==> config.mk <==
export PLATFORM = sky130hd
export DESIGN_NAME = byte_serializer
export DESIGN_NICKNAME = d
export VERILOG_FILES = /design/src/rtl/byte_serializer.sv
export SDC_FILE = /design/constraint.sdc
export NUM_CORES = 1
export LEC_CHECK = 0
export BUFFER_PORTS_ARGS = -buffer_cell sky130_fd_sc_hd__buf_2
export CAP_MARGIN = 20
export CORE_UTILIZATION = 54
export DETAILED_ROUTE_END_ITERATION = 10
export GPL_TIMING_DRIVEN = 0
export PLACE_DENSITY = 0.72
export SETUP_SLACK_MARGIN = 0.02
export SKIP_CTS_REPAIR_TIMING = 1
export SYNTH_ARGS = -nofsm -noshare
export SYNTH_HDL_FRONTEND = slang
export SYNTH_SLANG_ARGS = --single-unit
==> constraint.sdc <==
create_clock -name clk -period 4.5 [get_ports clk]
set_clock_uncertainty 0.2 [all_clocks]
set_input_delay 0.45 -clock clk [delete_from_list [all_inputs] [get_ports clk]]
set_output_delay 0.45 -clock clk [all_outputs]
set_load 0.1 [all_outputs]
==> src/rtl/byte_serializer.sv <==
// -----------------------------------------------------------------------------
// byte_serializer
//
// Parallel-to-serial feeder for the serial sequence-detector stage. Words
// arrive over a valid/ready handshake, wait in a small circular FIFO and are
// then shifted out one bit per clock on data_out. A word that finishes its
// last bit is immediately followed by the next queued word, so bursts stream
// with no idle cycle. When nothing is queued the line rests at 0.
//
// Parameters
//   DATA_W    bits per word (>= 2)
//   DEPTH     FIFO entries, power of two, >= 2
//   MSB_FIRST 1: bit DATA_W-1 goes out first; 0: bit 0 goes out first
//
// Ports
//   clk          rising-edge clock
//   rst          asynchronous active-low reset
//   in_data      word to serialize
//   in_valid     in_data is valid this cycle
//   in_ready     FIFO has room (transfer on in_valid && in_ready)
//   data_out     registered serial bit
//   bit_valid    data_out carries a payload bit
//   frame_start  pulse with the first bit of every word
//   busy         shifter is in SHIFT
//   level        FIFO occupancy, not counting the word in the shifter
// -----------------------------------------------------------------------------
module byte_serializer #(
  parameter int DATA_W    = 8,
  parameter int DEPTH     = 4,
  parameter bit MSB_FIRST = 1'b1
) (
  input  logic                     clk,
  input  logic                     rst,
  input  logic [DATA_W-1:0]        in_data,
  input  logic                     in_valid,
  output logic                     in_ready,
  output logic                     data_out,
  output logic                     bit_valid,
  output logic                     frame_start,
  output logic                     busy,
  output logic [$clog2(DEPTH):0]   level
);

  localparam int PTR_W = $clog2(DEPTH);
  localparam int LVL_W = $clog2(DEPTH) + 1;
  localparam int CNT_W = $clog2(DATA_W + 1);
  localparam logic [LVL_W-1:0] FULL_LVL = LVL_W'(DEPTH);
  localparam logic [CNT_W-1:0] LAST_CNT = CNT_W'(DATA_W);

  typedef enum logic [0:0] {
    ST_IDLE  = 1'b0,
    ST_SHIFT = 1'b1
  } state_e;

  // FIFO storage and bookkeeping
  logic [DATA_W-1:0] mem_q [DEPTH];
  logic [DATA_W-1:0] mem_d [DEPTH];
  logic [PTR_W-1:0]  wr_ptr_q, wr_ptr_d;
  logic [PTR_W-1:0]  rd_ptr_q, rd_ptr_d;
  logic [LVL_W-1:0]  level_q, level_d;

  // Shifter
  state_e            state_q, state_d;
  logic [DATA_W-1:0] shreg_q, shreg_d;
  logic [CNT_W-1:0]  cnt_q, cnt_d;
  logic              data_out_q, data_out_d;
  logic              bit_valid_q, bit_valid_d;
  logic              frame_start_q, frame_start_d;

  logic              push_s;
  logic              pop_s;
  logic              word_done_s;
  logic [DATA_W-1:0] head_s;

  // Bit that leaves the word first, honouring the configured order.
  function automatic logic first_bit(input logic [DATA_W-1:0] w);
    if (MSB_FIRST) begin
      first_bit = w[DATA_W-1];
    end else begin
      first_bit = w[0];
    end
  endfunction

  // Word with its outgoing bit consumed, so the next bit sits in the exit slot.
  function automatic logic [DATA_W-1:0] advance(input logic [DATA_W-1:0] w);
    if (MSB_FIRST) begin
      advance = {w[DATA_W-2:0], 1'b0};
    end else begin
      advance = {1'b0, w[DATA_W-1:1]};
    end
  endfunction

  assign in_ready    = (level_q != FULL_LVL);
  assign level       = level_q;
  assign data_out    = data_out_q;
  assign bit_valid   = bit_valid_q;
  assign frame_start = frame_start_q;
  assign busy        = (state_q == ST_SHIFT);

  // Handshake and pop decision: a pop only happens from IDLE or on the
  // last-bit boundary, so a word is never cut short.
  always_comb begin
    push_s      = in_valid && in_ready;
    word_done_s = (cnt_q == LAST_CNT);
    head_s      = mem_q[rd_ptr_q];
    if (level_q != {LVL_W{1'b0}}) begin
      pop_s = (state_q == ST_IDLE) || word_done_s;
    end else begin
      pop_s = 1'b0;
    end
  end

  // FIFO next state; pointers wrap naturally because DEPTH is a power of two.
  always_comb begin
    mem_d    = mem_q;
    wr_ptr_d = wr_ptr_q;
    rd_ptr_d = rd_ptr_q;
    if (push_s) begin
      mem_d[wr_ptr_q] = in_data;
      wr_ptr_d        = wr_ptr_q + PTR_W'(1);
    end else begin
      wr_ptr_d = wr_ptr_q;
    end
    if (pop_s) begin
      rd_ptr_d = rd_ptr_q + PTR_W'(1);
    end else begin
      rd_ptr_d = rd_ptr_q;
    end
    level_d = level_q + LVL_W'(push_s) - LVL_W'(pop_s);
  end

  // Shifter FSM next state and registered serial outputs.
  always_comb begin
    state_d       = state_q;
    shreg_d       = shreg_q;
    cnt_d         = cnt_q;
    data_out_d    = 1'b0;
    bit_valid_d   = 1'b0;
    frame_start_d = 1'b0;
    case (state_q)
      ST_IDLE: begin
        if (pop_s) begin
          state_d       = ST_SHIFT;
          shreg_d       = advance(head_s);
          cnt_d         = CNT_W'(1);
          data_out_d    = first_bit(head_s);
          bit_valid_d   = 1'b1;
          frame_start_d = 1'b1;
        end else begin
          state_d = ST_IDLE;
          cnt_d   = {CNT_W{1'b0}};
        end
      end
      ST_SHIFT: begin
        if (!word_done_s) begin
          shreg_d     = advance(shreg_q);
          cnt_d       = cnt_q + CNT_W'(1);
          data_out_d  = first_bit(shreg_q);
          bit_valid_d = 1'b1;
        end else if (pop_s) begin
          // Zero-gap hand-over to the next queued word.
          shreg_d       = advance(head_s);
          cnt_d         = CNT_W'(1);
          data_out_d    = first_bit(head_s);
          bit_valid_d   = 1'b1;
          frame_start_d = 1'b1;
        end else begin
          state_d = ST_IDLE;
          cnt_d   = {CNT_W{1'b0}};
        end
      end
      default: begin
        state_d = ST_IDLE;
        cnt_d   = {CNT_W{1'b0}};
      end
    endcase
  end

  // State registers; reset discards queued words and any partial word at once.
  always_ff @(posedge clk or negedge rst) begin
    if (!rst) begin
      for (int i = 0; i < DEPTH; i++) begin
        mem_q[i] <= {DATA_W{1'b0}};
      end
      wr_ptr_q      <= {PTR_W{1'b0}};
      rd_ptr_q      <= {PTR_W{1'b0}};
      level_q       <= {LVL_W{1'b0}};
      state_q       <= ST_IDLE;
      shreg_q       <= {DATA_W{1'b0}};
      cnt_q         <= {CNT_W{1'b0}};
      data_out_q    <= 1'b0;
      bit_valid_q   <= 1'b0;
      frame_start_q <= 1'b0;
    end else begin
      mem_q         <= mem_d;
      wr_ptr_q      <= wr_ptr_d;
      rd_ptr_q      <= rd_ptr_d;
      level_q       <= level_d;
      state_q       <= state_d;
      shreg_q       <= shreg_d;
      cnt_q         <= cnt_d;
      data_out_q    <= data_out_d;
      bit_valid_q   <= bit_valid_d;
      frame_start_q <= frame_start_d;
    end
  end

endmodule

# Yosys cells after proc, flatten, opt, wreduce, memory -nomap -nowiden
# Index checks and enable logic that the tools add are counted.
totals:
  output_inout_bits: 8
  register_bits: 54
classes:
  mux: 21
  bitwise_logic: 3
  n_eq_ne: 2
  reduce_logical: 4
  n_lt_le_gt_ge: 3
  n_addsub: 5
op_table:
  columns: ["operator", "n"]
  rows:
  - ["$mux W8", 5]
  - ["$bwmux W32", 1]
  - ["$bmux W8 S2", 1]
  - ["$demux W8 S2", 1]
  - ["$pmux W8 S2", 1]
  - ["$pmux W4 S2", 1]
  - ["$mux W1", 7]
  - ["$ge A3 B3 Y1 const B", 2]
  - ["$not A2 Y3", 2]
  - ["$pmux W1 S2", 3]
  - ["$add A2 B1 Y2 const B", 2]
  - ["$add A4 B1 Y4 const B", 1]
  - ["$eq A4 B4 Y1 const B", 1]
  - ["$mux W4", 1]
  - ["$add A3 B1 Y3", 1]
  - ["$lt A3 B1 Y1 const B", 1]
  - ["$ne A3 B3 Y1 const B", 1]
  - ["$reduce_bool A3 Y1", 1]
  - ["$sub A3 B1 Y3", 1]
  - ["$logic_and A1 B1 Y1", 2]
  - ["$logic_or A1 B1 Y1", 1]
  - ["$not A1 Y1", 1]

# Depth between registers and ports, before layout
depth:
  ltp_word: 7
  mapped_depth: 11
  depth_no_buf: 11

# Least setup slack after synthesis
# Ideal clock, no wire load.
synth_timing:
  path_kind: "register to register"
  start: "register level_q[2] (netlist: level[2])"
  end: "register level_q[2] (netlist: level[2])"
  required_ns: 4.141
  synth_period_minus_slack_ns: 3.180
  setup_time_ns: 0.159
  stages_incl_launch_ff: 11
  arrival_ns: 2.821
  path_slack_ns: 1.320
  cell_sequence: "dfrtp_1 or3b_1 buf_6 nand2_2 ha_1 inv_1 ha_1 inv_1 fa_1 xnor2_1 xnor2_1"
synth_via:
  elab_chain_cells: 4
  word_cells_on_any_way: 6
synth_lines:
  columns: ["item", "line", "source"]
  rows:
  - ["start, declared", "60", "logic [LVL_W-1:0] level_q, level_d;"]
  - ["start signal, assigned", "187", "level_q <= {LVL_W{1'b0}};"]
  - ["start signal, assigned", "198", "level_q <= level_d;"]
  - ["$ne A3 B3 Y1", "93", "assign in_ready = (level_q != FULL_LVL);"]
  - ["net in_ready", "36", "output logic in_ready,"]
  - ["$logic_and A1 B1 Y1", "103", "push_s = in_valid && in_ready;"]
  - ["$add A3 B1 Y3", "129", "level_d = level_q + LVL_W'(push_s) - LVL_W'(pop_s);"]
  - ["$sub A3 B1 Y3", "129", null]
  - ["net level_d[2]", "60", null]
# The timed path passes the listed nets, and every way through them passes these cells.
# A chain may end at the register's enable or synchronous reset.

# Worst setup path after layout
layout_timing:
  start: "register cnt_q[0]"
  end: "register level_q[2] (netlist: level[2])"
layout_via:
  elab_chain_cells: 4
layout_lines:
  columns: ["item", "line", "source"]
  rows:
  - ["start, declared", "65", "logic [CNT_W-1:0] cnt_q, cnt_d;"]
  - ["start signal, assigned", "190", "cnt_q <= {CNT_W{1'b0}};"]
  - ["start signal, assigned", "201", "cnt_q <= cnt_d;"]
  - ["$eq A4 B4 Y1", "104", "word_done_s = (cnt_q == LAST_CNT);"]
  - ["$logic_or A1 B1 Y1", "107", "pop_s = (state_q == ST_IDLE) || word_done_s;"]
  - ["$mux W1", "106", "if (level_q != {LVL_W{1'b0}}) begin"]
  - ["net pop_s", "71", "logic pop_s;"]
  - ["$sub A3 B1 Y3", "129", null]
  - ["net level_d[2]", "60", null]
# The timed path passes the listed nets, and every way through them passes these cells.

==> summary.txt <==
Yosys
  • Post-synthesis mux area share: 22.64%
  • Seq/Total Area, Yosys: 54.46%
  • Leading post-synthesis cells by cell area: dfrtp_1 (54%), mux2_2 (14%), mux4_2 (7.3%), ha_1 (4.0%), nand3_4 (2.8%)
  • Cell area after synthesis: 0.002481 sq mm
  • Largest area contributor in the synthesized netlist: dfrtp_1
  • Simple-gate area share of the yosys netlist: 6.556%
  • Top cell type's share of synthesized area: 54.46%
  • Post-synth EDFFs: 0
  • Avg Inst Size Synth: 14.51 sq um
  • Syn nets: 191
  • Compound-gate portion of the synthesized area: 5.698%
  • Synth Area in XOR/XNOR: 2.471%
  • Synth warnings: 0
  • Yosys cell types: 30
  • Async set-or-reset flop fraction in the synthesized netlist: 100.0%
  • Post-Synth Adder-Cell Area: 4.841%
  • Yosys reg bits: 54
  • Post-synth top flop: dfrtp_1
  • Main combinational cell family by area after synthesis: multiplexers
  • Post-Syn Instances: 171

GRT
  • Initial antenna violation count: 0
  • Grt ovf: 0
  • GRT Resource Usage Total: 19.88%
  • Vias in the first global route: 1456
  • First-pass GRT wire length: 7.279 mm
  • Pin count of the biggest net entering global routing: 55

Critical path
  • Reg2reg end: level[2]
  • CP max FO: 4
  • Slowest stage delay, CP: 430 ps
  • Element type at the critical path end: flop
  • Crit path max-delay cell type: dfrtp_1
  • Arrival time worst endpoint: 2690 ps
  • Worst setup path class: reg2reg
  • Worst r2r path cells: 11
  • CP Launch Type: flop
  • Register-to-register setup slack: 1840 ps
  • Worst path cell trace: inv_1 > ha_1 > nand3b_1 > a21oi_1 > ha_1 > inv_1 > ha_1 > inv_1 > fa_1 > xnor2_1 > xnor2_1
  • CP required: 4530 ps
  • Reg-to-reg startpoint: cnt_q[0]

Layout
  • Multi-input logic area: 0.001047 sq mm
  • Antenna diodes: 0
  • Final #Nets: 217
  • Share of post-route cells with drive strength above 1: 37.88%
  • Finished Cell Area: 0.002774 sq mm
  • Non-filler cells, final: 250
  • Utilization after layout: 63.27%
  • Register area: 0.001351 sq mm
  • Fillers: 335
  • Area delta synth->final: 11.80%

Floorplan
  • Die W: 69.79 microns
  • Ports: 19
  • Die area: 0.004870 sq mm
  • Row cnt: 24
  • Initial core utilization: 56.59%
  • Core Region: 0.004384 sq mm
  • Chip height: 69.79 microns

Routing
  • Initial drt markers: 69
  • DR WL/cell: 17.13 microns
  • Total Routed Length: 4.282 mm
  • Vias per inst: 5.680
  • Drt pass-1 iters: 4
  • Antenna viol nets, final: 0
  • Via count: 1420
  • DRC viols: 0

Pwr
  • Worst IR Drop VDD: 0.0003713 V
  • P_leak: 0.001287 uW
  • Power per standard cell area: 779.4 mW/mm^2

Timing
  • RSZ-0062 raised after global routing: false
  • Final setup TNS: 0 ps
  • Final Hold Viols: 0
  • Fmax: 376.4 MHz
  • Slew Viols, Final: 0
  • Period utilization: 59.04%
  • Final setup violation count: 0
  • Min cycle time layout: 2657 ps
  • Slew at the pin with the worst max-slew slack: 608.8 ps
  • Max-slew headroom: 59.41%
  • Post-layout worst setup margin: 1843 ps

Outcome
  • Status: finished clean

Place
  • Routability Congestion: 0.7642
  • Dpl cells: 240
  • DP Worst Slack: 1829 ps
  • Port buffer count: 17
  • HPWL after DPL: 2.934 mm
  • Placed cell area: 0.002631 sq mm

Flow run
  • Max capacitance violation total: 0

Clocking
  • Clock Latency Late Sink: 310 ps
  • Root buffer cell: clkbuf_8
  • Clock Pin Slew Worst Setup and Hold Paths: 90 ps
  • Max clock buf depth: 2
  • # clock sinks: 54
  • CTS Buf Count: 5
  • H-tree depth: 2
  • CTS tree: built

Hold path
  • Hold_sp: in_data[6]
  • Hold Path Stages: 2
  • Worst hold endpoint: mem_q[30]
  • Min-Delay Path Class: in2reg
-- state kept, by name (all words and copies together), names as in the netlist --
signal       cells
shreg_q          8
frame_start      1
level            3
wr_ptr_q         2
rd_ptr_q         2
mem_q           32
data_out         1
bit_valid        1
cnt_q            4
-- metal layers --
layer | GRT usage [%] | vias to the layer above | wire [microns]
li1 | - | 665 | -
met4 | 6.667 | 0 | 61
met3 | 5.233 | 5 | 132
met1 | 26.20 | 728 | 1875
met2 | 32.16 | 22 | 2212
met5 | 0 | - | 0
-- worst max-delay path, delay by kind of cell (launching register included) --
family                   cells  cell delay, ps
AO/OA/AOI/OAI                1             340
XOR/XNOR                     2             340
adder cells (fa/ha/maj)      4             950
buffers and inverters        3             180
flip-flops                   1             430
AND/OR/NAND/NOR              1             130
-- metrics by stage --
stage / total power, uW / hold WS (ps)
after global placement: 1795 / 268.4
after detailed placement: 1857 / 283.0
final: 2162 / 196.4
after global routing: 2302 / 198.4
after floorplan: 1642 / -45.59
after CTS: 2183 / 189.8
-- layout make-up --
cell class / instances / area share [%]
Clock buffer: 5 / 2.481
Timing Repair Buffer: 19 / 4.150
Sequential cell: 54 / 48.71
Tap cell: 52 / 2.346
Buffer: 10 / 1.894
Multi-Input combinational cell: 99 / 37.75
Inverter: 8 / 1.083
Clock inverter: 3 / 1.579
-- synthesized netlist by cell type, drive strengths merged (2+ instances only) --
| cell | instances |
|---|---|
| a21oi | 2 |
| a22oi | 7 |
| a2bb2oi | 7 |
| buf | 5 |
| clkbuf | 5 |
| dfrtp | 54 |
| ha | 8 |
| inv | 8 |
| mux2 | 33 |
| mux4 | 8 |
| nand2 | 10 |
| nand3 | 5 |
| nor2 | 2 |
| xnor2 | 5 |
| xor2 | 2 |
-- worst max path at each step --
stage	from	to	slack, ps	cells after the start
final	cnt_q[0]	level[2]	1840	11
after global routing	cnt_q[0]	level[2]	1690	11
after CTS	cnt_q[0]	level[2]	1800	11
after detailed placement	cnt_q[0]	level[2]	1830	11
after global placement	level[1]	level[2]	1940	9
after floorplan	level[2]	level[2]	1320	10
-- cells in the final DEF (no fill, tap or decap), types with 2 or more instances in the layout --
master     count
dfrtp_1       54
mux2_2        31
buf_2         20
nand2_1        9
inv_1          8
mux4_2         8
ha_1           8
a22oi_1        7
a2bb2oi_1      7
clkbuf_1       5
xnor2_1        5
clkbuf_8       5
nand3_4        4
a21oi_1        2
nor2_1         2
xor2_1         2
mux2_1         2
-- cell families (layout without fill, tap and decap cells) --
| group | Yosys count | in the layout |
|---|---|---|
| xor gates and xnor gates | 7 | 7 |
| adders and majority gates | 9 | 9 |
| AOI/OAI and AO/OA | 18 | 18 |
| buffers and inverters | 18 | 45 |
| DFF | 54 | 54 |
| muxes | 42 | 42 |
| and+or+nand+nor | 23 | 23 |
-- power breakdown --
group	switching, uW	total [uW]	internal, uW
Combinational	537	987	449
Clock	156	323	167
Sequential	134	852	719
Power figures use the tool's default switching activity.
